### src/rtl/program_loader_pkg.sv
// Shared types and sizes for the program loader.
package program_loader_pkg;

    localparam int unsigned ADDR_W    = 4;
    localparam int unsigned DATA_W    = 8;
    localparam int unsigned MEM_DEPTH = 2 ** ADDR_W;

    typedef enum logic [2:0] {
        StIdle,
        StLen,
        StData,
        StCsum,
        StHold,
        StRun,
        StErr
    } state_e;

endpackage

### src/rtl/loader_checksum.sv
// Mod-2^Width running sum with clear/add and a "sum plus this byte is zero" check.
module loader_checksum #(
    parameter int unsigned Width = 8
) (
    input  logic             clk_i,
    input  logic             rst_ni,
    input  logic             clear_i,
    input  logic             add_i,
    input  logic [Width-1:0] data_i,
    output logic             zero_o
);

    logic [Width-1:0] acc_d, acc_q, sum;

    // Next accumulator value; clear takes priority over add.
    always_comb begin
        sum   = acc_q + data_i;
        acc_d = acc_q;
        if (clear_i) begin
            acc_d = '0;
        end else if (add_i) begin
            acc_d = sum;
        end
    end

    assign zero_o = (sum == '0);

    // Accumulator register.
    always_ff @(posedge clk_i or negedge rst_ni) begin
        if (!rst_ni) begin
            acc_q <= '0;
        end else begin
            acc_q <= acc_d;
        end
    end

endmodule

### src/rtl/program_loader.sv
// Loads a length/payload/checksum frame into the instruction memory, then
// releases the control unit reset after a short hold.
module program_loader
    import program_loader_pkg::*;
#(
    parameter int unsigned RELEASE_CYCLES = 4
) (
    input  logic              clock,
    input  logic              reset,
    input  logic              start,
    input  logic              in_valid,
    input  logic [DATA_W-1:0] in_data,
    output logic              in_ready,
    output logic [ADDR_W-1:0] mem_address,
    output logic [DATA_W-1:0] mem_data,
    output logic              mem_write,
    output logic              cpu_reset,
    output logic              busy,
    output logic              done,
    output logic              error,
    output logic [ADDR_W:0]   load_count
);

    localparam int unsigned HoldW = (RELEASE_CYCLES > 1) ? $clog2(RELEASE_CYCLES) : 1;
    localparam logic [HoldW-1:0] HoldLast = HoldW'(RELEASE_CYCLES - 1);

    state_e            state_d, state_q;
    logic [ADDR_W:0]   len_d, len_q;
    logic [ADDR_W:0]   count_d, count_q;
    logic [HoldW-1:0]  hold_d, hold_q;
    logic              mem_write_d, mem_write_q;
    logic [ADDR_W-1:0] mem_addr_d, mem_addr_q;
    logic [DATA_W-1:0] mem_data_d, mem_data_q;

    logic xfer;
    logic len_bad;
    logic csum_clear, csum_add, csum_zero;

    assign xfer    = in_valid & in_ready;
    assign len_bad = (in_data == '0) || (in_data > DATA_W'(MEM_DEPTH));

    loader_checksum #(
        .Width (DATA_W)
    ) u_checksum (
        .clk_i   (clock),
        .rst_ni  (reset),
        .clear_i (csum_clear),
        .add_i   (csum_add),
        .data_i  (in_data),
        .zero_o  (csum_zero)
    );

    // Frame FSM: next state, counters and state-decoded outputs.
    always_comb begin
        state_d    = state_q;
        len_d      = len_q;
        count_d    = count_q;
        hold_d     = hold_q;
        csum_clear = 1'b0;
        csum_add   = 1'b0;
        in_ready   = 1'b0;
        cpu_reset  = 1'b1;
        busy       = 1'b0;
        done       = 1'b0;
        error      = 1'b0;
        unique case (state_q)
            StIdle: begin
                if (start) begin
                    state_d    = StLen;
                    count_d    = '0;
                    csum_clear = 1'b1;
                end
            end
            StLen: begin
                in_ready = 1'b1;
                busy     = 1'b1;
                if (xfer) begin
                    if (len_bad) begin
                        state_d = StErr;
                    end else begin
                        len_d   = in_data[ADDR_W:0];
                        state_d = StData;
                    end
                end
            end
            StData: begin
                in_ready = 1'b1;
                busy     = 1'b1;
                if (xfer) begin
                    count_d  = count_q + 1'b1;
                    csum_add = 1'b1;
                    if (count_d == len_q) begin
                        state_d = StCsum;
                    end
                end
            end
            StCsum: begin
                in_ready = 1'b1;
                busy     = 1'b1;
                if (xfer) begin
                    if (csum_zero) begin
                        state_d = StHold;
                        hold_d  = '0;
                    end else begin
                        state_d = StErr;
                    end
                end
            end
            StHold: begin
                busy = 1'b1;
                if (hold_q == HoldLast) begin
                    state_d = StRun;
                end else begin
                    hold_d = hold_q + 1'b1;
                end
            end
            StRun: begin
                cpu_reset = 1'b0;
                done      = 1'b1;
                if (start) begin
                    state_d    = StLen;
                    count_d    = '0;
                    csum_clear = 1'b1;
                end
            end
            StErr: begin
                error = 1'b1;
                if (start) begin
                    state_d    = StLen;
                    count_d    = '0;
                    csum_clear = 1'b1;
                end
            end
            default: state_d = StIdle;
        endcase
    end

    // Memory write port: words written so far doubles as the write index.
    always_comb begin
        mem_write_d = (state_q == StData) && xfer;
        mem_addr_d  = mem_addr_q;
        mem_data_d  = mem_data_q;
        if (mem_write_d) begin
            mem_addr_d = count_q[ADDR_W-1:0];
            mem_data_d = in_data;
        end
    end

    // State, counter and write-port registers.
    always_ff @(posedge clock or negedge reset) begin
        if (!reset) begin
            state_q     <= StIdle;
            len_q       <= '0;
            count_q     <= '0;
            hold_q      <= '0;
            mem_write_q <= 1'b0;
            mem_addr_q  <= '0;
            mem_data_q  <= '0;
        end else begin
            state_q     <= state_d;
            len_q       <= len_d;
            count_q     <= count_d;
            hold_q      <= hold_d;
            mem_write_q <= mem_write_d;
            mem_addr_q  <= mem_addr_d;
            mem_data_q  <= mem_data_d;
        end
    end

    assign mem_write   = mem_write_q;
    assign mem_address = mem_addr_q;
    assign mem_data    = mem_data_q;
    assign load_count  = count_q;

endmodule

### config.mk
export PLATFORM = sky130hd
export DESIGN_NAME = program_loader
export DESIGN_NICKNAME = d
export VERILOG_FILES = /design/src/rtl/program_loader_pkg.sv /design/src/rtl/loader_checksum.sv /design/src/rtl/program_loader.sv
export SDC_FILE = /design/constraint.sdc
export NUM_CORES = 1
export LEC_CHECK = 0
export BUFFER_PORTS_ARGS = -buffer_cell sky130_fd_sc_hd__buf_4
export CORE_MARGIN = 2
export CORE_UTILIZATION = 40
export CTS_BUF_LIST = sky130_fd_sc_hd__clkbuf_4 sky130_fd_sc_hd__clkbuf_8
export DETAILED_ROUTE_END_ITERATION = 10
export SYNTH_ARGS = -nofsm -noshare
export SYNTH_HDL_FRONTEND = slang
export SYNTH_SLANG_ARGS = --single-unit
### constraint.sdc
create_clock -name clock -period 1.9 [get_ports clock]
set_input_delay 0 -clock clock [delete_from_list [all_inputs] [get_ports clock]]
set_output_delay 0 -clock clock [all_outputs]
set_load 0.02 [all_outputs]
== Word level (Yosys, flattened, before mapping) ==
Cells that the tools add are included.

* Flip-flop bits (word level): 36
* Output and inout port bits: 23
* Word-level logic and storage cells: 72

* Add/sub/neg operators: 3
* $lt $le $gt $ge: 1
* Eq/ne operators: 16
* Muxes and demuxes: 27
* Bitwise operators: 2
* Reduce and logical (&&, ||, !) cells: 15

{| class="wikitable"
|+ Operators by type and width
! operator !! count
|-
| 2-to-1 mux 3 bit || 7
|-
| logical NOT 8 bit || 2
|-
| 2-to-1 mux 8 bit || 2
|-
| case mux 3 bit (5 select lines) || 1
|-
| inequality test 2 bit, second input constant || 7
|-
| 2-to-1 mux 5 bit || 2
|-
| case mux 5 bit (2 select lines) || 1
|-
| == test 3 bit, second input constant || 3
|-
| 2-to-1 mux 1 bit || 9
|-
| adder 8 bit || 1
|-
| greater-than comparator 8 x 5 -> 1 bit, second input constant || 1
|-
| 2-to-1 mux 2 bit || 4
|-
| == test 3 x 2 -> 1 bit, second input constant || 2
|-
| AND reduction 3 bit || 2
|-
| AND reduction 6 bit || 1
|-
| nonzero test 2 bit || 3
|-
| OR reduction 3 bit || 2
|-
| adder 5 x 1 -> 5 bit, second input constant || 1
|-
| == test 5 bit || 1
|-
| case mux 2 bit (2 select lines) || 1
|-
| AND reduction 4 bit || 1
|-
| OR reduction 4 bit || 1
|-
| == test 3 x 1 -> 1 bit, second input constant || 1
|-
| logical NOT 3 bit || 1
|-
| other kinds (7) || 7
|}

== Longest topological paths before layout ==
Gate-level depths: netlist of the first run.

* Word-level depth: 8
* Depth in mapped cells: 7
* Depth with buffers taken out: 7

== Hierarchy ==
Synthesis of the first run repeated with hierarchy kept, for this count alone.

* Cells, all modules: 236
* Area, all modules: 2153.3 um2

{| class="wikitable"
|+ By module, submodules not included
! module !! instances !! cells each !! area an instance (um2)
|-
| program_loader || 1 || 168 || 1517.7
|-
| loader_checksum || 1 || 68 || 635.6
|}

== Least setup slack after synthesis of the first run ==
No wires, ideal clock.

* Kind: reg2reg
* From: register u_checksum.acc_q[0]
* To: register hold_q[0]
* Setup time: 0.150 ns
* Arrival time: 1.916 ns
* Data required time: 1.750 ns
* Path slack: -0.167 ns
* Cell stages (with the launch flop): 8
* Path buffers: 0
* Period minus slack after synthesis: 2.067 ns
* Path through: dfrtp_1 ha_1 fa_1 a211oi_1 nor2_1 xor2_1 nor4_1 a41oi_1

* Cells in the longest elaborated chain, start to end: 4

{| class="wikitable"
|+ Ends and longest elaborated chain
! element !! RTL line !! source
|-
| from (decl) || loader_checksum.sv:13 || <nowiki>logic [Width-1:0] acc_d, acc_q, sum;</nowiki>
|-
| from (signal assigned) || loader_checksum.sv:31 || <nowiki>acc_q <= '0;</nowiki>
|-
| from (signal assigned) || loader_checksum.sv:33 || <nowiki>acc_q <= acc_d;</nowiki>
|-
| adder 8 bit || loader_checksum.sv:17 || <nowiki>sum = acc_q + data_i;</nowiki>
|-
| logical NOT 8 bit || loader_checksum.sv:26 || <nowiki>assign zero_o = (sum == '0);</nowiki>
|-
| inequality test 2 bit (no source line) || -- ||
|-
| AND reduction 4 bit (no source line) || -- ||
|-
| to (signal assigned) || program_loader.sv:163 || <nowiki>hold_q <= hold_d;</nowiki>
|-
| to (decl) || program_loader.sv:30 || <nowiki>logic [HoldW-1:0] hold_d, hold_q;</nowiki>
|}

No other way between the ends.
A chain may end at the register's enable or synchronous reset.

== Worst setup path in the final report of the first run ==
* From: register u_checksum.acc_q[2]
* To: register hold_q[1]

The elaborated chain is that of the path after synthesis.

==> metrics.log, run 1 <==
INFO  metric outcome = complete, but fails checks
INFO  metric violations = negative setup slack
INFO  metric timing.critical_path.slowest_cell_delay = 0.47 ns
INFO  metric clock-root-buffer = sky130_fd_sc_hd__clkbuf_8
INFO  metric crit-reg2reg-launch = u_checksum.acc_q[2]
INFO  metric path_max_fanout = 4
INFO  metric synthesis.area = 0.00199 sq mm
INFO  metric cts_tree = yes
INFO  metric cts_sinks = 36
INFO  metric synthXorXnorAreaFrac = 0.0749
INFO  metric worst_slew_pin_slew = 0.529 ns
INFO  metric start_kind = flip-flop
INFO  metric antenna-diode-count = 0
INFO  metric io-pin-count = 35
INFO  metric timing.critical_path.required = 2.10 ns
INFO  metric grt_pass1_wl = 7520 um
INFO  metric compound_gate_portion_of_the_synthesized_area = 0.130
INFO  metric numCtsBuffers = 5
INFO  metric globalRoute.busiestLayer = met2
INFO  metric ys_ff_latch = 36
INFO  metric post_synth.cell_area_avg = around 9.7 sq um
INFO  metric area.growth.synth_to_final = 34.6%
INFO  metric min_path_type = in2reg
INFO  metric timing.reg2reg.worst_path_depth = 7
INFO  metric die_area = 0.00555 sq mm
INFO  metric syn-num-nets = 227
INFO  metric drt-initial-drc-count = slightly above 100
INFO  metric dr.pass1.iters = 4
INFO  metric timing.clock.skew = between 0.005 and 0.006 ns
INFO  metric number_of_vias_per_cell_after_detailed_routing = 5.04
INFO  metric crit_path_cell_trace = ha_1, o21ai_0, or3b_2, o311ai_1, buf_4, nor2_1, a41oi_1
INFO  metric finalHoldViolations = 0
INFO  metric number_of_antenna_violations_at_the_first_check_in_global_routing = 0
INFO  metric cts.clk_slew.worst_paths = 0.08 ns
INFO  metric detail-route-antenna-nets = 0
INFO  metric pre_cts_ws = -0.108 ns
INFO  metric drive_above_1_share = 0.275
INFO  metric grt_overflow = 0
INFO  metric detailedPlacementHpwl = 3150 um
INFO  metric die_width = 74.5 um
INFO  metric first_global_vias = 1599
INFO  metric worstPathArrival = 2.19 ns
INFO  metric drc_viols = 0
INFO  metric io_buffer_count = 34
INFO  metric synthMuxAreaShare = 0.0428
INFO  metric setup_violations = 3
INFO  metric final_min_period_over_clock_period = 1.05
INFO  metric met1_usage = 0.244
INFO  metric cts_htree_levels = 2
INFO  metric period_needed = approximately 2 ns
INFO  metric cp_num_buf_inv = 1
INFO  metric critPathSlowestCell = sky130_fd_sc_hd__or3b_2
INFO  metric max-clock-path-buffers = 2
INFO  metric crit_path_end_kind = flip-flop
INFO  metric routed_wl = 4610 um
INFO  metric syn-instance-count = 205
INFO  metric worstSetupPathDepth = 7
INFO  metric synth_top_family_by_area = simple AND/OR/NAND/NOR gates
INFO  metric height_of_the_chip = 74.5 um
INFO  metric synth-simple-area-share = 0.200
INFO  metric worst_hold_path.num_cells = 4
INFO  metric synth.distinct_cells = 38
INFO  metric clock_insertion_delay_worst_skew = slightly below 0.3 ns
INFO  metric rows = 25
INFO  metric groute.usage.overall = 0.185
INFO  metric placer_s_final_routability_congestion_estimate = about 0.84
INFO  metric via_count = approximately 1700
INFO  metric synth-async-reset-ratio = 1.00
INFO  metric total_count_of_max_transition_violations_in_the_final_report = 0
INFO  metric met3_usage = 0.0583
INFO  metric initial_utilization = 0.418
INFO  metric cap_violations = 0
INFO  metric slew_headroom = 0.643
INFO  metric yosys_warnings = 0
INFO  metric fmax = approximately 500 MHz
INFO  metric power.density_cell_area = between 1500 and 2000 mW/mm^2
INFO  metric setup.worst_path.class = reg2reg
INFO  metric timing.final.ws_setup = -0.0917 ns
INFO  metric global_route.usage.met2 = 0.293
INFO  metric critical-path-top-delay-family = simple AND/OR/NAND/NOR gates
INFO  metric crit_start = u_checksum.acc_q[2]
INFO  metric p_leak = between 0.001 and 0.0015 uW
INFO  metric holdCritStartpoint = start
INFO  metric grt_start_max_net_pins = 37
INFO  metric synth_sequential_area_ratio = 0.453
INFO  metric post_layout_net_count = 286
INFO  metric post_drt_wl_per_cell = between 10 and 15 um
INFO  metric post_synth_fa_ha_maj_area_fraction = 0.0667
INFO  metric grt_setup_unrepaired = true
INFO  metric finish.instance_area = 0.00268 sq mm
INFO  metric vdd_ir_drop_max = 933 uV
INFO  metric dpl_cell_area = 0.00240 sq mm
INFO  metric dominantRegCellSynth = sky130_fd_sc_hd__dfrtp_1
INFO  metric floorplan.core_area = roughly 0.0048 sq mm
INFO  metric number_of_enable_flip_flop_cells_after_synthesis = 0
[sequential cells by signal, indices dropped and copies added (netlist names)]
| name | cells |
|---|---|
| mem_data | 8 |
| u_checksum.acc_q | 8 |
| len_q | 5 |
| state_q | 3 |
| hold_q | 2 |
| load_count | 5 |
| mem_write | 1 |
| mem_address | 4 |
[metal layers]
layer,vias to the layer above,share of wire
met1,798,0.46
met2,36,0.48
met4,0,0.012
met3,4,0.045
li1,835,-
met5,-,0
[cell usage in the layout, fill, tap and decap left out, types with 8 or more instances in the layout]
| cell | netlist | final |
|---|---|---|
| sky130_fd_sc_hd__a22o_1 | 8 | 8 |
| sky130_fd_sc_hd__buf_4 | 0 | 50 |
| sky130_fd_sc_hd__dfrtp_1 | 36 | 36 |
| sky130_fd_sc_hd__dlygate4sd3_1 | 0 | 10 |
| sky130_fd_sc_hd__ha_1 | 9 | 8 |
| sky130_fd_sc_hd__nand2_1 | 42 | 42 |
| sky130_fd_sc_hd__nor2_1 | 13 | 13 |
| sky130_fd_sc_hd__o21ai_0 | 11 | 11 |
| sky130_fd_sc_hd__xnor2_1 | 8 | 8 |
| sky130_fd_sc_hd__xor2_1 | 9 | 9 |
[layout make-up]
cell class              count  area [sq um]
fillers                   438          2080
multi-input cells         155          1060
flip-flops and latches     36           901
repair buffers             61           495
well taps                  67          83.8
clock buffers               5          68.8
clock inverters             3          42.5
inverters                   5          18.8
[tightest hold or removal path, stage by stage]
cell                      delay [ns]
sky130_fd_sc_hd__buf_4          0.10
sky130_fd_sc_hd__a21oi_1        0.04
sky130_fd_sc_hd__o21ai_0        0.15
sky130_fd_sc_hd__nand2_1        0.05
[power by group]
group	switching (uW)	total [uW]	leakage (uW)	internal [uW]
combinational	1130	2190	0.000786	1060
sequential	249	1290	0.000471	1040
clock	285	673	0.0000541	388
total	1660	4150	0.00131	2490
[synth_stat cells, drive strengths merged (3+ instances only)]
cell / number / area share
xnor2: 8 / 0.035
inv: 5 / 0.0094
a21oi: 4 / 0.010
nor2b: 3 / 0.0094
buf: 5 / 0.016
a41oi: 3 / 0.013
xor2: 9 / 0.040
a22o: 8 / 0.035
ha: 9 / 0.057
nor3b: 5 / 0.019
dfrtp: 36 / 0.45
nand2: 42 / 0.079
o21ai: 11 / 0.028
mux2: 5 / 0.038
nor2: 13 / 0.025
nand3: 6 / 0.015
nor3: 4 / 0.010
clkbuf: 4 / 0.0075
[path summary, 6_finish.rpt]
kind | slack, ns | end
max | -0.09 | hold_q[1]
min | 0.08 | state_q[2]
max reg2reg | -0.09 | hold_q[1]
min reg2reg | 0.48 | mem_address[1]
max in group asynchronous | 1.38 | hold_q[1]
min in group asynchronous | 0.20 | mem_address[3]
[cells by family after synthesis]
| family | after synthesis |
|---|---|
| fa+ha+maj | 10 |
| simple gates | 85 |
| mux | 6 |
| compound gates | 37 |
| xor+xnor | 17 |
| flops | 36 |
| buf+inv | 14 |
[metrics by stage]
stage | hold slack [ns] | util | power, uW | TNS, ns | std cells
after floorplan | -0.296 | - | 2640 | 0 | 205
after global placement | -0.0143 | 0.506 | 3340 | -0.227 | 310
after detailed placement | -0.0134 | 0.506 | 3360 | -0.251 | 310
after CTS | 0.00123 | 0.557 | 4120 | -0.141 | 330
after global routing | 0.106 | 0.563 | 4490 | -0.893 | 332
final | 0.0797 | 0.563 | 4150 | -0.207 | 332
[repair_timing]
action | 4_1_cts | 5_1_grt
pin swaps | 2 | 3
endpoints found under the setup margin | 3 | 6
gates resized for setup | 4 | 2
setup buffers | 3 | 1
hold endpoints to repair | 48 | 1
hold buffers | 9 | 1
No activity file was read; power rests on OpenSTA's default activity.
==> run 2: changes to the inputs <==
- RECOVER_POWER: default -> 25
- SETUP_SLACK_MARGIN: default -> 0.02
==> metrics.log, run 2 (same netlist as run 1, synthesis figures left out) <==
INFO  metric timing.critical_path.required = 2.10 ns (about the same)
INFO  metric grt_setup_unrepaired = true
INFO  metric routed_wl = 4610 um (about the same)
INFO  metric p_leak = 0.00131 uW (about the same)
INFO  metric grt_overflow = 0 (unchanged)
INFO  metric floorplan.core_area = 0.00475 sq mm (unchanged)
INFO  metric power.density_cell_area = 1550 mW/mm^2 (about the same)
INFO  metric power.combinational.fraction = 0.527 (about the same)
INFO  metric layout.filler_cells = 439 (+0.23%)
INFO  metric seq_power_share = 0.311 (about the same)
INFO  metric cellInternalPower = 2490 uW (about the same)
INFO  metric area.growth.synth_to_final = 34.4% (about the same)
INFO  metric clock_insertion_delay_worst_skew = 0.29 ns (about the same)
INFO  metric swShare = 0.401 (about the same)
INFO  metric drc_viols = 0 (unchanged)
INFO  metric crit_path_end_kind = flip-flop
INFO  metric drt-initial-drc-count = 103 (unchanged)
INFO  metric worst_slew_pin_slew = 0.885 ns (+0.356 ns)
INFO  metric pre_cts_ws = -0.108 ns (unchanged)
INFO  metric groute.usage.overall = 0.185 (unchanged)
INFO  metric die_area = 0.00555 sq mm (unchanged)
INFO  metric worstPathArrival = 2.19 ns (about the same)
INFO  metric cts_tree = yes
INFO  metric p_sw = 1660 uW (about the same)
INFO  metric total_count_of_max_transition_violations_in_the_final_report = 0 (unchanged)
INFO  metric multi_input_comb_area = 0.00106 sq mm (unchanged)
INFO  metric post_layout_net_count = 286 (unchanged)
INFO  metric setup.worst_path.class = reg2reg
INFO  metric crit-reg2reg-launch = u_checksum.acc_q[2]
INFO  metric cts_sinks = 36 (unchanged)
INFO  metric outcome = complete, but fails checks
INFO  metric numCtsBuffers = 5 (unchanged)
INFO  metric max-clock-path-buffers = 2 (unchanged)
INFO  metric first_global_vias = 1599 (unchanged)
INFO  metric fmax = 502 MHz (unchanged)
INFO  metric timing.clock.skew = 0.00531 ns (unchanged)
INFO  metric initial_utilization = 0.418 (unchanged)
INFO  metric slew_headroom = 0.410 (-0.232)
INFO  metric period_needed = 1.99 ns (unchanged)
INFO  metric finish.instance_area = 0.00267 sq mm (about the same)
INFO  metric io_buffer_count = 34 (unchanged)
INFO  metric place.detailed.instances = 310 (unchanged)
INFO  metric vdd_ir_drop_max = 933 uV (about the same)
INFO  metric destination_of_the_worst_register_to_register_timing_path = hold_q[1]
INFO  metric cts.clk_slew.worst_paths = 0.08 ns (about the same)
INFO  metric most-common-layout-cells = sky130_fd_sc_hd__buf_4 (49), sky130_fd_sc_hd__nand2_1 (42), sky130_fd_sc_hd__dfrtp_1 (36), sky130_fd_sc_hd__nor2_1 (13), sky130_fd_sc_hd__o21ai_0 (11)
INFO  metric die_width = 74.5 um (unchanged)
INFO  metric min_path_type = in2reg
INFO  metric grt_start_max_net_pins = 37 (unchanged)
INFO  metric path_max_fanout = 4 (unchanged)
INFO  metric dpl_cell_area = 0.00240 sq mm (unchanged)
INFO  metric cap_violations = 0 (unchanged)
INFO  metric grt_pass1_wl = 7520 um (unchanged)
INFO  metric number_of_antenna_violations_at_the_first_check_in_global_routing = 0 (unchanged)
INFO  metric io-pin-count = 35 (unchanged)
INFO  metric dr.pass1.iters = 4 (unchanged)
INFO  metric number_of_vias_per_cell_after_detailed_routing = 5.04 (unchanged)
INFO  metric pwr-share-clk = 0.162 (about the same)
INFO  metric via_count = 1673 (unchanged)
INFO  metric detail-route-antenna-nets = 0 (unchanged)
INFO  metric start_kind = flip-flop
INFO  metric clock-root-buffer = sky130_fd_sc_hd__clkbuf_8
INFO  metric detailedPlacementHpwl = 3150 um (unchanged)
INFO  metric rows = 25 (unchanged)
INFO  metric height_of_the_chip = 74.5 um (unchanged)
INFO  metric antenna-diode-count = 0 (unchanged)
INFO  metric worst_hold_path.num_cells = 4 (unchanged)
INFO  metric final_common_cell = sky130_fd_sc_hd__buf_4
INFO  metric setup_violations = 3 (unchanged)
INFO  metric finalHoldViolations = 0 (unchanged)
INFO  metric timing.reg2reg.worst_path_depth = 7 (unchanged)
INFO  metric violations = negative setup slack
INFO  metric stdcell_count = 332 (unchanged)
INFO  metric cts_htree_levels = 2 (unchanged)
INFO  metric post_drt_wl_per_cell = 13.9 um (about the same)
INFO  metric drive_above_1_share = 0.275 (unchanged)
INFO  metric placer_s_final_routability_congestion_estimate = 0.836 (unchanged)
INFO  metric regArea = 901 sq um (unchanged)
INFO  metric min_delay_worst_endpoint = state_q[2]
INFO  metric final_min_period_over_clock_period = 1.05 (unchanged)
INFO  metric timing.final.ws_setup = -0.0917 ns (unchanged)
INFO  metric worst-r2r-setup-slack = -0.09 ns (about the same)
INFO  metric holdCritStartpoint = start
[run 2: cell types whose count changed in the layout (fill, tap and decap cells not counted), sizes merged]
cell / delta
buf: -1
clkbuf: +1
[run 2: routing by layer]
| layer | GRT usage | vias up | routed length (um) |
|---|---|---|---|
| met5 | 0 | - | 0 |
| met3 | 0.0583 | 4 | 209 |
| met2 | 0.293 | 36 | 2220 |
| li1 | - | 835 | - |
| met4 | 0.0536 | 0 | 54 |
| met1 | 0.244 | 798 | 2130 |
[run 2: power by group through the flow]
| stage | sequential (uW) | combinational [uW] | clock, uW |
|---|---|---|---|
| 2_1_floorplan | 1370 | 1270 | 0 |
| 3_3_place_gp | 1300 | 2040 | 0 |
| 3_5_place_dp | 1300 | 2060 | 0 |
| 4_1_cts | 1290 | 2130 | 693 |
| 5_1_grt | 1330 | 2420 | 740 |
| 6_report | 1290 | 2190 | 673 |
[run 2: stage by stage]
step / TNS (ns) / util / hold slack (ns) / power (uW)
after floorplan: 0 / - / -0.296 / 2640
after CTS: -0.141 / 0.557 / 0.00123 / 4120
after detailed placement: -0.251 / 0.506 / -0.0134 / 3360
final: -0.207 / 0.562 / 0.0797 / 4150
after global routing: -0.893 / 0.562 / 0.106 / 4490
after global placement: -0.227 / 0.506 / -0.0143 / 3340
[run 2: cell type report]
class / instances / area share
inverters: 5 / 0.00702
well taps: 67 / 0.0314
clock buffers: 5 / 0.0257
multi-input cells: 155 / 0.398
clock inverters: 3 / 0.0159
repair buffers: 61 / 0.184
flip-flops and latches: 36 / 0.337
[run 2: how the worst max path moves through the flow]
stage	from	end	slack, ns	cells past startpoint
floorplan	u_checksum.acc_q[0]	hold_q[0]	0.05	7
global placement	u_checksum.acc_q[0]	hold_q[0]	-0.09	7
detailed placement	u_checksum.acc_q[0]	hold_q[0]	-0.11	7
CTS	u_checksum.acc_q[0]	hold_q[0]	-0.07	7
global route	u_checksum.acc_q[0]	hold_q[1]	-0.26	7
finish	u_checksum.acc_q[2]	hold_q[1]	-0.09	7
[run 2: timing repair]
| action | 4_1_cts | 5_1_grt |
|---|---|---|
| buffers inserted | 3 | 1 |
| pin swaps | 2 | 3 |
| cloned | 0 | 0 |
| endpoints found under the setup margin | 3 | 6 |
| endpoints found under the hold margin | 48 | 1 |
| hold buffers | 9 | 1 |
| gates resized for setup | 4 | 2 |
[run 2: critical path: stages, from the launching register on]
cell and delay (ns):
sky130_fd_sc_hd__dfrtp_1 0.39, sky130_fd_sc_hd__ha_1 0.37, sky130_fd_sc_hd__o21ai_0 0.15, sky130_fd_sc_hd__or3b_2 0.47, sky130_fd_sc_hd__o311ai_1 0.11, sky130_fd_sc_hd__buf_4 0.19
sky130_fd_sc_hd__nor2_1 0.05, sky130_fd_sc_hd__a41oi_1 0.18
==> run 3: changes to the inputs <==
- ABC_AREA: default -> 1
- CORE_MARGIN: 2 -> 4
==> metrics.log, run 3 <==
INFO  metric yosys_warnings = 0 (unchanged)
INFO  metric synthesis.area = 0.00221 sq mm (+11%)
INFO  metric holdCritStartpoint = in_data[0]
INFO  metric path_max_fanout = 4 (unchanged)
INFO  metric grt_setup_unrepaired = true
INFO  metric drive_above_1_share = 0.229 (-0.0466)
INFO  metric post_synth.cell_area_avg = 7.69 sq um (-21%)
INFO  metric area.growth.synth_to_final = 21.4%
INFO  metric syn-instance-count = 287 (+40%)
INFO  metric detail-route-antenna-nets = 0 (unchanged)
INFO  metric final_min_period_over_clock_period = 0.965 (-0.0832)
INFO  metric numCtsBuffers = 5 (unchanged)
INFO  metric crit-reg2reg-launch = u_checksum.acc_q[0]
INFO  metric crit_path_end_kind = flip-flop
INFO  metric seq_power_share = 0.311 (about the same)
INFO  metric synth_sequential_area_ratio = 0.408 (-0.0452)
INFO  metric floorplan.core_area = 0.00524 sq mm (+10%)
INFO  metric setup.worst_path.class = reg2reg
INFO  metric cts_sinks = 36 (unchanged)
INFO  metric cts_tree = yes
INFO  metric place.detailed.instances = 390 (+26%)
INFO  metric power.density_cell_area = 1490 mW/mm^2 (-4.1%)
INFO  metric timing.reg2reg.worst_path_depth = 11 (+4)
INFO  metric worst_slew_pin_slew = 0.874 ns (-0.0108 ns)
INFO  metric period_needed = 1.83 ns (-0.158 ns)
INFO  metric synth_top_cells_by_count = sky130_fd_sc_hd__nand2_1 (92), sky130_fd_sc_hd__inv_1 (38), sky130_fd_sc_hd__dfrtp_1 (36)
INFO  metric rows = 26 (+4.0%)
INFO  metric cts_htree_levels = 2 (unchanged)
INFO  metric final_common_cell = sky130_fd_sc_hd__nand2_1
INFO  metric finish.instance_area = 0.00268 sq mm (+0.33%)
INFO  metric cellInternalPower = 2250 uW (-9.5%)
INFO  metric power.combinational.fraction = 0.518 (-0.009)
INFO  metric fmax = 545 MHz (+8.6%)
INFO  metric initial_utilization = 0.422 (+0.00349)
INFO  metric clock_insertion_delay_worst_skew = 0.28 ns (about the same)
INFO  metric min_path_type = in2reg
INFO  metric destination_of_the_worst_register_to_register_timing_path = hold_q[0]
INFO  metric antenna-diode-count = 0 (unchanged)
INFO  metric min_delay_worst_endpoint = mem_data[0]
INFO  metric die_area = 0.00677 sq mm (+22%)
INFO  metric synth-async-reset-ratio = 1.00 (unchanged)
INFO  metric number_of_antenna_violations_at_the_first_check_in_global_routing = 0 (unchanged)
INFO  metric max-clock-path-buffers = 2 (unchanged)
INFO  metric worst_hold_path.num_cells = 3 (-1)
INFO  metric height_of_the_chip = 82.3 um (+10%)
INFO  metric stdcell_count = 402 (+21%)
INFO  metric detailedPlacementHpwl = 3570 um (+13%)
INFO  metric drt-initial-drc-count = 92 (-11%)
INFO  metric p_sw = 1750 uW (+4.8%)
INFO  metric number_of_enable_flip_flop_cells_after_synthesis = 0 (unchanged)
INFO  metric slew_headroom = 0.417 (+0.00722)
INFO  metric dr.pass1.iters = 4 (unchanged)
INFO  metric ys_ff_latch = 36 (unchanged)
INFO  metric dominantRegCellSynth = sky130_fd_sc_hd__dfrtp_1
INFO  metric setup_violations = 0 (-3)
INFO  metric vdd_ir_drop_max = 528 uV (-43%)
INFO  metric die_width = 82.3 um (+10%)
INFO  metric cts.clk_slew.worst_paths = 0.07 ns (about the same)
INFO  metric timing.critical_path.required = 2.08 ns (-0.02 ns)
INFO  metric placer_s_final_routability_congestion_estimate = 0.837 (about the same)
INFO  metric post_cts_buffers = 0 (-3)
INFO  metric via_count = 1889 (+13%)
INFO  metric dpl_cell_area = 0.00252 sq mm (+4.9%)
INFO  metric start_kind = flip-flop
INFO  metric total_count_of_max_transition_violations_in_the_final_report = 0 (unchanged)
INFO  metric post_layout_net_count = 353 (+23%)
INFO  metric grt_pass1_wl = 8050 um (+7.1%)
INFO  metric cap_violations = 0 (unchanged)
INFO  metric grt_overflow = 0 (unchanged)
INFO  metric routed_wl = 4780 um (+3.7%)
INFO  metric synth_largest_area_cell = sky130_fd_sc_hd__dfrtp_1
INFO  metric grt_start_max_net_pins = 41 (+11%)
INFO  metric netlist_top_cells_area = sky130_fd_sc_hd__dfrtp_1 (41%), sky130_fd_sc_hd__nand2_1 (16%), sky130_fd_sc_hd__inv_1 (6.5%)
INFO  metric io-pin-count = 35 (unchanged)
INFO  metric synth.distinct_cells = 30 (-21%)
INFO  metric drc_viols = 0 (unchanged)
INFO  metric groute.usage.overall = 0.153 (-0.0317)
INFO  metric worstPathArrival = 2.01 ns (-0.18 ns)
INFO  metric synth_most_common_cell = sky130_fd_sc_hd__nand2_1
INFO  metric timing.clock.skew = 0.00577 ns (+0.000454 ns)
INFO  metric first_global_vias = 1783 (+12%)
INFO  metric outcome = finished, final reports clean
INFO  metric most-common-layout-cells = sky130_fd_sc_hd__nand2_1 (92), sky130_fd_sc_hd__inv_1 (38), sky130_fd_sc_hd__buf_4 (37), sky130_fd_sc_hd__dfrtp_1 (36), sky130_fd_sc_hd__nand3_1 (25)
INFO  metric io_buffer_count = 34 (unchanged)
INFO  metric swShare = 0.437 (+0.0359)
INFO  metric syn-num-nets = 309 (+36%)
INFO  metric worst-r2r-setup-slack = 0.07 ns (+0.16 ns)
INFO  metric number_of_vias_per_cell_after_detailed_routing = 4.70 (-6.8%)
INFO  metric post_drt_wl_per_cell = 11.9 um (-14%)
INFO  metric p_leak = 0.00144 uW (+9.7%)
INFO  metric finalHoldViolations = 0 (unchanged)
INFO  metric synthDominantCellAreaShare = 0.408 (-0.0452)
INFO  metric clock-root-buffer = sky130_fd_sc_hd__clkbuf_8
INFO  metric total_power = 4000 uW (-3.8%)
INFO  metric pwr-share-clk = 0.170 (+0.008)
run 3: changes by cell type in the layout (fill, tap and decap cells not counted), sizes merged, moves of 6 or more:
cell / delta
xor2: -7
nand2: +55
xnor2: -7
nand3: +19
a22o: -8
inv: +40
dlygate4sd3: -6
nand4: +8
o21ai: +13
buf: -13
run 3: kinds of logic (layout without fill, tap and decap cells):
logic type,Yosys count,in the layout,share of synthesized area
AOI/OAI and AO/OA,38,38,0.105
and+or+nand+nor,150,150,0.309
adders and majority gates,10,10,0.0601
xor gates and xnor gates,3,3,0.0119
DFF,36,36,0.408
buffers and inverters,50,95,0.105
run 3: worst max-delay path: stages, from the launching register on:
cell and delay [ns]:
sky130_fd_sc_hd__dfrtp_1 0.38, sky130_fd_sc_hd__ha_2 0.19, sky130_fd_sc_hd__fa_2 0.36, sky130_fd_sc_hd__xor2_1 0.18, sky130_fd_sc_hd__nor2_1 0.09, sky130_fd_sc_hd__nand3_1 0.08
sky130_fd_sc_hd__nor2_1 0.09, sky130_fd_sc_hd__nand2_1 0.07, sky130_fd_sc_hd__nand2_2 0.09, sky130_fd_sc_hd__nand2_1 0.07, sky130_fd_sc_hd__nand2_1 0.07, sky130_fd_sc_hd__nand2_1 0.04
run 3: timing repair:
| item | CTS | global route |
|---|---|---|
| endpoints found under the hold margin | 39 | 0 |
| setup endpoints to repair | 3 | 3 |
| resized for setup | 1 | 3 |
| hold buffers | 4 | 0 |
run 3: layout make-up:
| class | instances | area, sq um |
|---|---|---|
| Inverter | 45 | 174 |
| Clock buffer | 6 | 76.3 |
| Tap cell | 70 | 87.6 |
| Fill cell | 512 | 2560 |
| Multi-Input combinational cell | 201 | 1080 |
| Timing Repair Buffer | 42 | 323 |
| Sequential cell | 36 | 901 |
| Clock inverter | 2 | 35.0 |
run 3: how the worst max path moves through the flow:
stage / from / cells past startpoint / end
finish: u_checksum.acc_q[0] / 11 / hold_q[0]
global route: u_checksum.acc_q[0] / 12 / hold_q[1]
CTS: u_checksum.acc_q[0] / 11 / hold_q[1]
detailed placement: u_checksum.acc_q[0] / 11 / hold_q[1]
global placement: u_checksum.acc_q[0] / 11 / hold_q[1]
floorplan: u_checksum.acc_q[0] / 11 / hold_q[0]
run 3: power by group through the flow:
stage | Sequential (uW) | Clock, uW | Combinational (uW)
final | 1240 | 680 | 2070
after detailed placement | 1250 | 0 | 2080
after floorplan | 1400 | 0 | 1330
after global placement | 1250 | 0 | 2060
after global routing | 1290 | 723 | 2330
after CTS | 1240 | 695 | 2090
run 3: stage by stage:
step / setup WS, ns / TNS [ns] / hold slack [ns] / util
6_report: 0.0664 / 0 / 0.0129 / 0.512
5_1_grt: -0.0983 / -0.231 / 0.0430 / 0.512
4_1_cts: 0.0225 / 0 / 0.0146 / 0.511
3_5_place_dp: -0.0230 / -0.0447 / -0.00938 / 0.482
3_3_place_gp: 0.0278 / 0 / -0.00783 / 0.482
2_1_floorplan: 0.102 / 0 / -0.296 / -
run 3: routing by layer:
layer  GRT usage  routed length, um  up-vias
met5           0                  0        -
met4      0.0548                 61        0
met3      0.0228                171        5
met2       0.245               2170       33
met1       0.209               2380      847
li1            -                  -     1004
